File: src/rtl/fetch_queue_if.sv
// Fetch-queue bundle: instruction-memory port, redirect input and the decode
// handshake. The master side is the fetch stage; the slave side is the
// imem/branch/decode environment around it.
interface fetch_queue_if #(
  parameter int DEPTH = 4
);
  localparam int CW = $clog2(DEPTH) + 1;

  logic [63:0]   imem_addr;
  logic [31:0]   imem_inst;
  logic          redirect_valid;
  logic [63:0]   redirect_pc;
  logic          out_valid;
  logic          out_ready;
  logic [63:0]   out_pc;
  logic [31:0]   out_inst;
  logic [CW-1:0] count;

  modport master (
    output imem_addr,
    input  imem_inst,
    input  redirect_valid,
    input  redirect_pc,
    output out_valid,
    input  out_ready,
    output out_pc,
    output out_inst,
    output count
  );

  modport slave (
    input  imem_addr,
    output imem_inst,
    output redirect_valid,
    output redirect_pc,
    input  out_valid,
    output out_ready,
    input  out_pc,
    input  out_inst,
    input  count
  );
endinterface

File: src/rtl/fetch_queue.sv
// Instruction fetch stage. Owns the PC, drives a combinational imem and
// buffers {pc, inst} pairs in a DEPTH-entry FIFO drained by decode. A redirect
// flushes the FIFO and restarts fetch at the word-aligned target.
module fetch_queue #(
  parameter int          DEPTH    = 4,
  parameter logic [63:0] RESET_PC = 64'h0
) (
  input  logic         clk,
  input  logic         reset,
  fetch_queue_if.master bus
);
  localparam int AW = $clog2(DEPTH);
  localparam int CW = AW + 1;
  localparam logic [CW-1:0] FULL = CW'(DEPTH);

  logic [63:0]   r_pc;
  logic [63:0]   r_pc_mem   [DEPTH];
  logic [31:0]   r_inst_mem [DEPTH];
  logic [AW-1:0] r_wptr;
  logic [AW-1:0] r_rptr;
  logic [CW-1:0] r_count;

  logic          w_pop;
  logic          w_push;
  logic [63:0]   w_target;
  logic          w_unused;

  // Low two target bits are dropped: fetch is always word aligned.
  assign w_target = {bus.redirect_pc[63:2], 2'b00};
  assign w_unused = ^bus.redirect_pc[1:0];

  // A pop frees a slot in the same cycle, so a full queue can still accept.
  assign w_pop  = (r_count != '0) & bus.out_ready;
  assign w_push = ~bus.redirect_valid & ((r_count < FULL) | w_pop);

  assign bus.imem_addr = r_pc;
  assign bus.out_valid = (r_count != '0);
  assign bus.out_pc    = r_pc_mem[r_rptr];
  assign bus.out_inst  = r_inst_mem[r_rptr];
  assign bus.count     = r_count;

  // PC: redirect wins, otherwise advance by one word on every push.
  always_ff @(posedge clk or posedge reset) begin
    if (reset)                   r_pc <= RESET_PC;
    else if (bus.redirect_valid) r_pc <= w_target;
    else if (w_push)             r_pc <= r_pc + 64'd4;
  end

  // Storage: written at the write pointer on push; cleared on reset so the
  // head outputs read as zero while empty after reset.
  always_ff @(posedge clk or posedge reset) begin
    if (reset) begin
      for (int i = 0; i < DEPTH; i++) begin
        r_pc_mem[i]   <= '0;
        r_inst_mem[i] <= '0;
      end
    end else if (w_push) begin
      r_pc_mem[r_wptr]   <= r_pc;
      r_inst_mem[r_wptr] <= bus.imem_inst;
    end
  end

  // Pointers and occupancy; redirect discards everything including a
  // concurrent pop. Pointers wrap naturally since DEPTH is a power of two.
  always_ff @(posedge clk or posedge reset) begin
    if (reset) begin
      r_wptr  <= '0;
      r_rptr  <= '0;
      r_count <= '0;
    end else if (bus.redirect_valid) begin
      r_wptr  <= '0;
      r_rptr  <= '0;
      r_count <= '0;
    end else begin
      if (w_push) r_wptr <= r_wptr + AW'(1);
      if (w_pop)  r_rptr <= r_rptr + AW'(1);
      if (w_push & ~w_pop)      r_count <= r_count + CW'(1);
      else if (w_pop & ~w_push) r_count <= r_count - CW'(1);
    end
  end
endmodule

File: src/flat_wrapper.sv
// flat-port wrapper written by rule: the top's interface ports become plain ports
module fetch_queue_flat 
#(
  parameter int          DEPTH    = 4,
  parameter logic [63:0] RESET_PC = 64'h0
)
  (clk, reset, bus_imem_addr, bus_imem_inst, bus_redirect_valid, bus_redirect_pc, bus_out_valid, bus_out_ready, bus_out_pc, bus_out_inst, bus_count);
  fetch_queue_if #(.DEPTH(DEPTH)) bus_i ();
  input  logic clk;
  input  logic reset;
  output wire logic [$bits(bus_i.imem_addr)-1:0] bus_imem_addr;
  input wire logic [$bits(bus_i.imem_inst)-1:0] bus_imem_inst;
  input wire logic [$bits(bus_i.redirect_valid)-1:0] bus_redirect_valid;
  input wire logic [$bits(bus_i.redirect_pc)-1:0] bus_redirect_pc;
  output wire logic [$bits(bus_i.out_valid)-1:0] bus_out_valid;
  input wire logic [$bits(bus_i.out_ready)-1:0] bus_out_ready;
  output wire logic [$bits(bus_i.out_pc)-1:0] bus_out_pc;
  output wire logic [$bits(bus_i.out_inst)-1:0] bus_out_inst;
  output wire logic [$bits(bus_i.count)-1:0] bus_count;
  assign bus_imem_addr = bus_i.imem_addr;
  assign bus_i.imem_inst = bus_imem_inst;
  assign bus_i.redirect_valid = bus_redirect_valid;
  assign bus_i.redirect_pc = bus_redirect_pc;
  assign bus_out_valid = bus_i.out_valid;
  assign bus_i.out_ready = bus_out_ready;
  assign bus_out_pc = bus_i.out_pc;
  assign bus_out_inst = bus_i.out_inst;
  assign bus_count = bus_i.count;
  fetch_queue #(.DEPTH(DEPTH), .RESET_PC(RESET_PC)) u_core (.clk(clk), .reset(reset), .bus(bus_i));
endmodule
File: config.mk
export PLATFORM = sky130hd
export DESIGN_NAME = fetch_queue_flat
export DESIGN_NICKNAME = d
export VERILOG_FILES = /design/src/rtl/fetch_queue_if.sv /design/src/rtl/fetch_queue.sv /design/src/flat_wrapper.sv
export SDC_FILE = /design/constraint.sdc
export NUM_CORES = 1
export LEC_CHECK = 0
export CAP_MARGIN = 20
export CORE_ASPECT_RATIO = 1.75
export CORE_MARGIN = 5
export CORE_UTILIZATION = 41
export DETAILED_ROUTE_END_ITERATION = 8
export GPL_TIMING_DRIVEN = 0
export SLEW_MARGIN = 10
export SYNTH_ARGS = -nofsm -noshare
export SYNTH_HDL_FRONTEND = slang
export SYNTH_SLANG_ARGS = --single-unit
export TNS_END_PERCENT = 30
File: constraint.sdc
create_clock -name clk -period 14.8 [get_ports clk]
set_input_delay 2.96 -clock clk [delete_from_list [all_inputs] [get_ports clk]]
set_output_delay 2.96 -clock clk [all_outputs]
set_load 0.02 [all_outputs]
Word-level counts from Yosys, hierarchy flattened

Cells that the tools add are included.

Flip-flop bits (word level): 455
Output and inout port bits: 164
Logic and storage cells: 57

Add/sub/neg operators: 5
Magnitude comparators: 4
Multiplexer cells: 21
Bitwise gates (word level): 10
Reductions and logical operators: 5

Operators by type and width:

| cell                  | count |
|---|---|
| $mux 64               | 5 |
| $bwmux 256            | 1 |
| $bmux 64 s2           | 1 |
| $bwmux 128            | 1 |
| $demux 64 s2          | 1 |
| $mux 32               | 3 |
| $add 64x3->64 const B | 1 |
| $bmux 32 s2           | 1 |
| $demux 32 s2          | 1 |
| $mux 3                | 3 |
| $mux 2                | 4 |
| $ge 3x3->1 const B    | 2 |
| $not 2->3             | 2 |
| $reduce_bool 3->1     | 2 |
| $add 2x1->2 const B   | 2 |
| $and 1x1->1           | 4 |
| $reduce_bool 2->1     | 2 |
| $add 3x1->3 const B   | 1 |
| $lt 3x1->1 const B    | 1 |
| $lt 3x3->1 const B    | 1 |
| $not 1->1             | 3 |
| $sub 3x1->3 const B   | 1 |
| $logic_and 1x1->1     | 1 |
| $or 1x1->1            | 1 |

Depth between registers and ports, before layout

Gate-level depths: netlist (run 1).

Depth in word-level cells: 9
Depth in mapped cells: 9

Worst setup path after synthesis (run 1)

No wires, ideal clock.

Path kind: input to register
Start: in bus_redirect_valid
End: reg u_core.r_count[1], in the netlist u_core.bus.count[1]
Data arrival time: 4.922 ns
Data required time: 14.722 ns
Path slack: 9.800 ns
Cell stages on the path: 8
Path through: clkbuf_1 -> clkbuf_1 -> clkbuf_1 -> buf_1 -> nor3_1 -> fa_1 -> a211o_1 -> a21oi_1

Longest elaborated chain between the ends: 5
Elaborated cells on any way between the ends: 8
Those cells by class: 2 x mux; 5 x bitwise; 1 x reduce/logical

Ends and longest elaborated chain:

| item                                               | line                                 | text |
|---|---|---|
| start, declared                                    | flat_wrapper.sv:13                   | `input wire logic [$bits(bus_i.redirect_valid)-1:0] bus_redirect_valid;` |
| $not 1->1                                          | fetch_queue.sv:34                    | `assign w_push = ~bus.redirect_valid & ((r_count < FULL) \| w_pop);` |
| $and 1x1->1                                        | fetch_queue.sv:34                    |  |
| $and 1x1->1 / $not 1->1 (equally long branches)    | fetch_queue.sv:77, fetch_queue.sv:78 |  |
| $mux 3 / $and 1x1->1 (equally long branches)       | fetch_queue.sv:77, fetch_queue.sv:78 |  |
| $mux 3 / $reduce_bool 3->1 (equally long branches) | -                                    |  |
| end signal, assigned                               | fetch_queue.sv:77                    | `if (w_push & ~w_pop) r_count <= r_count + CW'(1);` |
| end signal, assigned                               | fetch_queue.sv:78                    | `else if (w_pop & ~w_push) r_count <= r_count - CW'(1);` |
| end, declared                                      | fetch_queue.sv:21                    | `logic [CW-1:0] r_count;` |

Several ways; a longest one is shown, not always the timed one.
A chain may end at the register's enable or synchronous reset.

Worst setup path after layout (run 1)

Start: reg u_core.r_rptr[0]
End: out bus_out_pc[29]

Longest elaborated chain between the ends: 4

Ends and longest elaborated chain:

| item                                       | line               | text |
|---|---|---|
| start, declared                            | fetch_queue.sv:20  | `logic [AW-1:0] r_rptr;` |
| start signal, assigned                     | fetch_queue.sv:76  | `if (w_pop) r_rptr <= r_rptr + AW'(1);` |
| $not 2->3 (implied by the code)            | fetch_queue.sv:38  | `assign bus.out_pc = r_pc_mem[r_rptr];` |
| $bmux 64 s2                                | fetch_queue.sv:38  |  |
| $mux 64 (implied by the code) (2 in a row) | fetch_queue.sv:38  |  |
| end, declared                              | flat_wrapper.sv:17 | `output wire logic [$bits(bus_i.out_pc)-1:0] bus_out_pc;` |

No other way between the ends. The select of a mux whose other input is x is not followed.

==> PnR_summary.wiki, run 1 <==
{| class="wikitable"
! Metric !! Value
|-
| Setup-violating endpoint count in the final report || 0
|-
| Pin count of the biggest net entering global routing || 41
|-
| Worst Tran Pin Value || 986 ps
|-
| Sinks on Clock Net || 445
|-
| Number of optimization iterations in the first detailed-route pass || 5
|-
| Final period util || about 45%
|-
| Run status || finished clean
|-
| Cell Area, Synth || 0.0204 sq mm
|-
| Root buf cell || sky130_fd_sc_hd__clkbuf_16
|-
| Area delta synth->final || 25.2%
|-
| Std-Cell Core Area || 0.0495 sq mm
|-
| Total Routed Length || 58700 um
|-
| H-Tree Depth || 2
|-
| Final Hold Viols || 0
|-
| Total global routing overflow || 0
|-
| Combined area of the multi-input logic cells || 0.00865 sq mm
|-
| Type of element launching the critical path || flop
|-
| Die Width || between 150 and 200 um
|-
| Total track usage || 21.8%
|-
| Max-slew headroom || roughly 34%
|-
| Post-detailed-route count of antenna-violating nets || 0
|-
| Height of the chip || 305 um
|-
| CTS tree || built
|-
| R2R cell count || 7
|-
| Type of the most critical hold path || flop to flop
|-
| Antenna violations before repair || 4
|-
| Area share of the leading cell type in the synthesized netlist || 54.6%
|-
| Cells taking the most area after synthesis || sky130_fd_sc_hd__dfrtp_1 55%, sky130_fd_sc_hd__mux2_2 19%, sky130_fd_sc_hd__mux4_2 10%
|-
| Maximum number of buffers from clock root to sink || 3
|-
| Cell taking the most area after synthesis || sky130_fd_sc_hd__dfrtp_1
|-
| Post-CTS Setup Bufs || 0
|-
| Number of global-route vias before repair || approximately 15000
|-
| Detailed-route vias per instance || 5.41
|-
| Port bufs || 257
|-
| EDFF count, synth || 0
|-
| Total number of nets in the final design || 1906
|-
| Violation count after the first detailed-route iteration || between 700 and 800
|-
| Final standard cell utilization of the core || between 50% and 60%
|-
| Leakage power of the design || approximately 10 nW
|-
| Number of different library cells in the post-synthesis netlist || 52
|-
| FILL cells || between 4000 and 5000
|-
| Remaining routing DRC violations || 0
|-
| Hold-fix buffers at CTS || 0
|-
| HPWL after DPL || approximately 44000 um
|-
| PnR worst setup slack || a little over 8000 ps
|-
| Vias after detailed routing || 13500
|-
| Warning count from the yosys run || 0
|-
| Power density of the placed cells || roughly 200 mW/mm^2
|-
| Std cell rows || 108
|-
| Register bit count reported by yosys || 445
|-
| Max-slew violation count || 0
|-
| Seq/Total Area, Yosys || 54.6%
|-
| Clock transition at path regs || 70 ps
|-
| Cell count of the worst hold path || 2
|-
| Critical-path maximum fanout || 10
|-
| Starting Density || around two fifths
|-
| FF+latch area || 0.0111 sq mm
|-
| Non-filler cells, final || 2492
|-
| Final min period || 6690 ps
|-
| Fraction of registers with async set or reset after synthesis || between 90% and 100%
|-
| Switching pwr || 1.70 mW
|-
| Global-route wire length before repair || 91000 um
|-
| Most instantiated flip-flop cell in the synthesis netlist || sky130_fd_sc_hd__dfrtp_1
|-
| P_int || 3.53 mW
|-
| Cell count after placement || 2414
|-
| Wirelength per Cell || ~24 um
|-
| Ratio of cells with drive above 1 in the final layout || around 33%
|-
| CP Data Arrival Time || 3730 ps
|-
| Synthesized instance count || about 1500
|-
| Capturing element type of the critical path || output pin
|-
| Setup Slack @ Placement || a little over 8000 ps
|-
| RSZ-0062 raised after global routing || false
|-
| Inserted Clock Buffers || 43
|-
| Syn Area/Cell || 13.8 sq um
|-
| Clock network power share || 21.6%
|-
| Proportion of total power due to net switching || 32.5%
|-
| GP Congestion || 0.838
|-
| Top-Level Pins || 264
|-
| Post-cts gate resize count || 0
|-
| Clock tree skew after final layout || 11.8 ps
|-
| Summed negative setup slack over all endpoints || 0 ps
|-
| Sequential fraction of design power || 38.4%
|-
| Largest vdd supply drop || 0.111 mV
|-
| Maximum capacitance violations || 0
|-
| Comb pwr share || 40.0%
|-
| Crit Path Class || flop to output pin
|-
| Insertion delay to the later sink of the worst-skew pair || 560 ps
|-
| Area of the die || 0.0545 sq mm
|-
| Required time at the worst-slack endpoint || approximately 12000 ps
|-
| Achievable clock frequency || roughly 150 MHz
|}
-- flip-flops by register name, indices dropped and copies added (netlist names) --
register	count
u_core.r_pc_mem	248
u_core.bus.imem_addr	62
u_core.bus.count	3
u_core.r_inst_mem	128
u_core.r_wptr	2
u_core.r_rptr	2
-- layer usage --
metal / share of wire (%) / vias up / GRT usage [%]
met3: 5.1 / 111 / 3.89
met5: 0.044 / - / 0
met4: 4.4 / 4 / 8.93
li1: - / 6039 / -
met1: 37 / 6986 / 25.1
met2: 54 / 345 / 39.5
-- area by class of cell --
class                      instances  area share [%]
clock inverter                    10           0.412
sequential                       445            43.6
inverter                          17           0.265
clock buffer                      65            5.21
timing repair buffer             272            11.2
tap                              660            3.23
antenna                            2          0.0196
multi-input combinational        900            33.9
buffer                           121            2.19
-- synthesized netlist by cell type (all sizes together), types with 15 or more instances --
cell    number
nor2        34
xor2        15
nand4       23
dfrtp      445
xnor2       24
or3         18
nand3       35
o21ai       84
mux4        94
nor4        15
buf         73
or4         18
nand2      114
mux2       340
clkbuf      48
inv         17
-- power by group through the flow --
stage	clock network [mW]	registers, mW	logic [mW]
after floorplan	0	1.96	1.33
after global placement	0	2.00	2.08
after detailed placement	0	2.03	2.13
after CTS	1.16	2.01	2.13
after global routing	1.20	2.07	2.24
final	1.13	2.01	2.09
-- per-stage QoR --
step	area, sq um	total power [mW]	hold WS, ps
2_1_floorplan	20400	3.29	445
3_5_place_dp	24100	4.16	466
4_1_cts	25500	5.31	479
6_report	25500	5.24	476
3_3_place_gp	23800	4.08	456
5_1_grt	25500	5.52	498
-- placed cells by master (no fill, tap or decap), types with 5 or more instances in the layout --
cell type,count
sky130_fd_sc_hd__nor4_1,10
sky130_fd_sc_hd__dfrtp_1,445
sky130_fd_sc_hd__buf_2,52
sky130_fd_sc_hd__clkbuf_2,6
sky130_fd_sc_hd__o21ai_0,81
sky130_fd_sc_hd__buf_1,14
sky130_fd_sc_hd__clkbuf_8,13
sky130_fd_sc_hd__buf_4,5
sky130_fd_sc_hd__xnor2_1,24
sky130_fd_sc_hd__nand3_1,34
sky130_fd_sc_hd__a21oi_1,6
sky130_fd_sc_hd__inv_1,16
sky130_fd_sc_hd__nor3_1,14
sky130_fd_sc_hd__or4_1,17
sky130_fd_sc_hd__clkbuf_1,49
sky130_fd_sc_hd__clkdlybuf4s50_1,257
sky130_fd_sc_hd__o31ai_1,6
sky130_fd_sc_hd__buf_12,13
sky130_fd_sc_hd__or3_1,18
sky130_fd_sc_hd__nand4_1,19
sky130_fd_sc_hd__nand2_1,114
sky130_fd_sc_hd__clkinv_2,6
sky130_fd_sc_hd__nor2_1,34
sky130_fd_sc_hd__ha_1,5
sky130_fd_sc_hd__clkbuf_16,45
sky130_fd_sc_hd__mux4_2,94
sky130_fd_sc_hd__nor2b_1,7
sky130_fd_sc_hd__xor2_1,15
sky130_fd_sc_hd__a31oi_1,13
sky130_fd_sc_hd__mux2_2,340
-- logic make-up (layout without fill, tap and decap cells) --
family          count (synthesis)  count (layout)  synth area share, %
flops                         445             445                 54.6
mux                           436             436                 29.2
simple gates                  292             292                 7.65
buf+inv                       138             485                 3.06
compound gates                123             123                 3.37
xor+xnor                       39              39                 1.67
fa+ha+maj                       6               6                0.405
other cells                     1               6               0.0184
-- worst paths after layout --
| kind | startpoint | endpoint | slack, ps |
|---|---|---|---|
| min in group asynchronous | reset | u_core.r_inst_mem[121] | 2720 |
| min | u_core.r_pc_mem[175] | u_core.r_pc_mem[175] | 480 |
| max | u_core.r_rptr[0] | bus_out_pc[29] | 8110 |
| min reg2reg | u_core.r_pc_mem[175] | u_core.r_pc_mem[175] | 480 |
| max in group asynchronous | reset | u_core.r_pc_mem[166] | 10070 |
| max reg2reg | u_core.bus.count[2] | u_core.r_pc_mem[189] | 11810 |
-- worst max-delay path, stage by stage (launching register included) --
cell	delay (ps)
sky130_fd_sc_hd__dfrtp_1	320
sky130_fd_sc_hd__clkbuf_1	280
sky130_fd_sc_hd__clkbuf_1	750
sky130_fd_sc_hd__clkbuf_1	790
sky130_fd_sc_hd__mux4_2	410
sky130_fd_sc_hd__clkdlybuf4s50_1	630
(Power assumes the default switching activity.)
==> run 2, diff against run 1 <==
Clock period 14.8 ns to 6.69 ns, I/O delays scaled along.
==> results of run 2 <==
The final DEF is identical to that of run 1. Status: finished clean.
Main changes from that run: setup slack after placement 8130 ps -> 1650 ps; setup slack after layout 8110 ps -> 1620 ps; register-to-register setup slack 11810 ps -> 3700 ps; total power 5.24 mW -> 11.6 mW; worst IR drop on VDD 0.111 mV -> 0.245 mV
